### src/rtl/fetch_unit.sv
// Front end of the 8-bit core: phase strobe generator, program counter,
// one-ahead prefetch and instruction register with jump/skip NOP injection.
module fetch_unit #(
  parameter int              PC_W         = 8,
  parameter logic [PC_W-1:0] RESET_VECTOR = '0,
  parameter logic [7:0]      NOP_OP       = 8'h00
) (
  input  logic            clk,
  input  logic            rst,
  input  logic            hold,
  input  logic            jump_req,
  input  logic [PC_W-1:0] jump_addr,
  input  logic            skip_req,
  input  logic [7:0]      prog_data,
  output logic [PC_W-1:0] prog_addr,
  output logic [PC_W-1:0] exec_pc,
  output logic [7:0]      inst_reg,
  output logic            inst_valid,
  output logic            q1,
  output logic            q2,
  output logic            q3,
  output logic            q4
);

  typedef enum logic [1:0] {
    PH_Q1 = 2'd0,
    PH_Q2 = 2'd1,
    PH_Q3 = 2'd2,
    PH_Q4 = 2'd3
  } phase_e;

  phase_e          phase_q, phase_d;
  logic [3:0]      stb_q, stb_d;
  logic [PC_W-1:0] pc_q, pc_d;
  logic [PC_W-1:0] epc_q, epc_d;
  logic [PC_W-1:0] tgt_q, tgt_d;
  logic [7:0]      ir_q, ir_d;
  logic            iv_q, iv_d;
  logic            jp_q, jp_d;
  logic            sp_q, sp_d;

  always_comb begin
    phase_d = phase_q;
    pc_d    = pc_q;
    epc_d   = epc_q;
    tgt_d   = tgt_q;
    ir_d    = ir_q;
    iv_d    = iv_q;
    jp_d    = jp_q;
    sp_d    = sp_q;
    if (!hold) begin
      unique case (phase_q)
        PH_Q1: phase_d = PH_Q2;
        PH_Q2: phase_d = PH_Q3;
        PH_Q3: phase_d = PH_Q4;
        PH_Q4: phase_d = PH_Q1;
      endcase
      if (phase_q == PH_Q3) begin
        if (jump_req) begin
          jp_d  = 1'b1;
          tgt_d = jump_addr;
        end else if (skip_req) begin
          sp_d = 1'b1;
        end
      end
      // Flags are only set in Q3, so at most one is pending here.
      if (phase_q == PH_Q4) begin
        jp_d = 1'b0;
        sp_d = 1'b0;
        unique case (1'b1)
          jp_q: begin
            pc_d  = tgt_q;
            epc_d = tgt_q;
            ir_d  = NOP_OP;
            iv_d  = 1'b0;
          end
          sp_q: begin
            pc_d  = pc_q + PC_W'(1);
            epc_d = pc_q;
            ir_d  = NOP_OP;
            iv_d  = 1'b0;
          end
          default: begin
            pc_d  = pc_q + PC_W'(1);
            epc_d = pc_q;
            ir_d  = prog_data;
            iv_d  = 1'b1;
          end
        endcase
      end
    end
  end

  always_comb begin
    stb_d = 4'b0000;
    unique case (phase_d)
      PH_Q1: stb_d = 4'b0001;
      PH_Q2: stb_d = 4'b0010;
      PH_Q3: stb_d = 4'b0100;
      PH_Q4: stb_d = 4'b1000;
    endcase
  end

  always_ff @(posedge clk) begin
    if (rst) begin
      phase_q <= PH_Q1;
      stb_q   <= 4'b0001;
      pc_q    <= RESET_VECTOR;
      epc_q   <= RESET_VECTOR;
      tgt_q   <= RESET_VECTOR;
      ir_q    <= NOP_OP;
      iv_q    <= 1'b0;
      jp_q    <= 1'b0;
      sp_q    <= 1'b0;
    end else begin
      phase_q <= phase_d;
      stb_q   <= stb_d;
      pc_q    <= pc_d;
      epc_q   <= epc_d;
      tgt_q   <= tgt_d;
      ir_q    <= ir_d;
      iv_q    <= iv_d;
      jp_q    <= jp_d;
      sp_q    <= sp_d;
    end
  end

  assign prog_addr  = pc_q;
  assign exec_pc    = epc_q;
  assign inst_reg   = ir_q;
  assign inst_valid = iv_q;
  assign q1         = stb_q[0];
  assign q2         = stb_q[1];
  assign q3         = stb_q[2];
  assign q4         = stb_q[3];

endmodule

### config.mk
export PLATFORM = sky130hd
export DESIGN_NAME = fetch_unit
export DESIGN_NICKNAME = d
export VERILOG_FILES = /design/src/rtl/fetch_unit.sv
export SDC_FILE = /design/constraint.sdc
export NUM_CORES = 1
export LEC_CHECK = 0
export CAP_MARGIN = 20
export CELL_PAD_IN_SITES_DETAIL_PLACEMENT = 1
export CELL_PAD_IN_SITES_GLOBAL_PLACEMENT = 1
export CORE_MARGIN = 2
export CORE_UTILIZATION = 31
export CTS_CLUSTER_DIAMETER = 200
export DETAILED_ROUTE_END_ITERATION = 7
export PLACE_DENSITY_LB_ADDON = 0.1
export SYNTH_ARGS = -nofsm -noshare
export SYNTH_HDL_FRONTEND = slang
export SYNTH_SLANG_ARGS = --single-unit
### constraint.sdc
create_clock -name clk -period 1.29 [get_ports clk]
set_input_delay 0.258 -clock clk [delete_from_list [all_inputs] [get_ports clk]]
set_output_delay 0.258 -clock clk [all_outputs]
set_load 0.01 [all_outputs]
==> impl_metrics.ini <==
[status]
status = complete, but fails checks
violations = negative setup slack

[power]
seqPwrFrac = 0.462
power.leakage_nw = 1.247
power_frac_clock = 0.397
power-per-cell-area_mw_per_mm2 = 962.7
ir_drop_v = 0.0005812
power.net_switching_mw = 0.6843
switching_share = 0.2360
combPwrFrac = 0.141
power.internal_mw = 2.215

[synth]
syn_area_per_cell_sq_um = 9.288
yosysUniqueCellTypes = 39
syn_area_sq_mm = 0.001755
synth_commonest_cells = dfxtp_1, nor2_1, mux2i_1
synth_area_leader_cell = dfxtp_1
syn_inst = 189
synth.top_cell.area_share = 0.4676
synth_seq_area_share = 0.4676
async_flop_share = 0
yosys_warnings = 0
synth.area.top_cells = dfxtp_1, mux2i_1, nor2_1
synth-edff-count = 0
synth_seq_cells = 41
synth.most_common_cell = dfxtp_1
syn-num-nets = 214
ys.flop_type = dfxtp_1

[setup_path]
worst-path-stages = 3
max_stage_delay_ps = 570
crit_buf_inv = 0
crit_type = register to register
arrival_ps = 1610
reg2reg_depth = 3
critPathLaunchType = register
worstPathMaxFanout = 6
critical_path.top_delay_family = simple AND/OR/NAND/NOR gates
critPathRequiredTime_ps = 1510
path_cells = nand3_1 -> or4b_1 -> a31oi_1
cp_slowest_cell = or4b_1
end_kind = register

[place]
gp_congestion = 0.7880
preCtsSetupSlack_ps = -445.7
portBuffers = 49
dp_cells = 322
dp_hpwl_um = 3882

[drt]
via_count = 1763
ant_nets = 0
wl_per_cell_um = 17.25
drtIter0Drc = 71
wl_um = 5969
vias_per_cell = 5.095
drtPass1Iterations = 4
drc = 0

[global_route]
overflow = 0
antenna_found_initial = 0
grt_usage = 0.1919
grt_pass1_vias = 1878
grt_pass1_wl_um = 9266
grt_start_max_net_pins = 21

[timing]
setup_viol = 24
fin_skew_ps = 7.541
period_minus_slack_ps = 1389
maxSlewHeadroom = 0.7742
fin_crit_sh = 1.077
worst_pin_slew_ps = 335.9
fmax_mhz = 720.1
rsz0062_at_grt = true
finalHoldViolCount = 0
setup_slack_ps = -98.72
maxSlewViolCount = 0

[cts]
cts.clk_slew.worst_paths_ps = 80
holdBufCountCts = 0
htreeDepth = 2
cts_tree = built
clock_latency_ps = 290
cts-buffers-inserted = 5
cts_buffer_depth = 2
clock-sinks = 41
root_buffer = clkbuf_8

[cells_and_area]
layout-drive-gt1-share = 0.3613
fin_cells = 346
fillerInstances = 628
areaGrowthSynthToFinish_pct = 71.56
diodes = 0
nets = 298

[floorplan]
pin_count = 50
initial_core_util = 0.3208
fp.dieArea_sq_mm = 0.006281
die_h_um = 79.25
die-width_um = 79.25
core-area_sq_mm = 0.005473
rows = 27

[min_path]
holdPathStages = 2
holdCritPathClass = register to register

[run]
timing.max_cap.violations = 0
[repair_timing]
item | CTS | global route
endpoints found under the hold margin | 0 | 0
pin swaps | 10 | 24
endpoints found under the setup margin | 64 | 42
gates cloned | 4 | 0
gates resized for setup | 63 | 41
setup buffers | 9 | 4
[power by group through the flow]
stage | Combinational [mW] | Clock [mW] | Sequential, mW
2_1_floorplan | 0.125 | 0 | 1.38
3_3_place_gp | 0.315 | 0 | 1.37
3_5_place_dp | 0.328 | 0 | 1.37
4_1_cts | 0.356 | 1.16 | 1.34
5_1_grt | 0.441 | 1.23 | 1.35
6_report | 0.409 | 1.15 | 1.34
[cells by family (layout without fill, tap and decap cells)]
kind of cell	Yosys count	after routing	synth area share
AO/OA/AOI/OAI	41	41	0.1561
flip-flops	41	41	0.4676
AND/OR/NAND/NOR	72	73	0.2203
buffers and inverters	17	101	0.04775
multiplexers	14	14	0.07983
adder cells (fa/ha/maj)	4	4	0.02851
[path summary, 6_finish.rpt]
| path | slack, ps | start | end |
|---|---|---|---|
| worst max-delay path | -100 | prog_addr[2]$_SDFFE_PP0P_ | prog_addr[5]$_SDFFE_PP0P_ |
| worst min-delay path | 500 | exec_pc[5]$_SDFFE_PP0P_ | exec_pc[5]$_SDFFE_PP0P_ |
| worst max register to register | -100 | prog_addr[2]$_SDFFE_PP0P_ | prog_addr[5]$_SDFFE_PP0P_ |
| worst min register to register | 500 | exec_pc[5]$_SDFFE_PP0P_ | exec_pc[5]$_SDFFE_PP0P_ |
[metrics by stage]
step / cell area, sq um / power [mW] / util / setup TNS (ps) / hold WS, ps
floorplan: 1795 / 1.503 / - / 0 / 401.9
global placement: 2507 / 1.682 / 0.4582 / -10810 / 473.6
detailed placement: 2507 / 1.698 / 0.4582 / -12450 / 494.1
CTS: 2835 / 2.861 / 0.5181 / -921.5 / 503.3
global route: 3012 / 3.016 / 0.5503 / -2884 / 532.7
finish: 3012 / 2.899 / 0.5503 / -671.5 / 500.2
[cell type report]
cell class,count,area (sq um),area share
clock buffer,6,93.84,0.03116
clock inverter,2,35.03,0.01163
inverter,4,18.77,0.006232
multi-input combinational,132,1100,0.3652
sequential,41,849.6,0.2821
tap,72,90.09,0.02991
timing repair buffer,89,824.5,0.2738
[worst register-to-register path: stages, from the launching register on]
cell and delay [ps]:
dfxtp_4 410, nand3_1 150, or4b_1 570, a31oi_1 180
[layer usage]
layer	routed length, um	share of wire	vias to the layer above	track usage
met3	235	0.039	11	0.03864
met5	0	0	-	0
li1	-	-	845	-
met1	2432	0.41	863	0.2254
met4	90	0.015	0	0.07241
met2	3211	0.54	44	0.3424
[layout by cell type, fill, tap and decap left out, types with 5 or more instances in the layout]
cell type	n
clkbuf_8	5
nor2_1	26
dlygate4sd2_1	28
clkdlybuf4s50_1	19
buf_6	7
nand2_1	8
buf_4	29
dfxtp_1	32
nor2b_1	5
o21ai_0	5
a21oi_1	7
dfxtp_4	7
a22oi_2	6
mux2i_1	12
No activity file was read; power rests on OpenSTA's default activity.
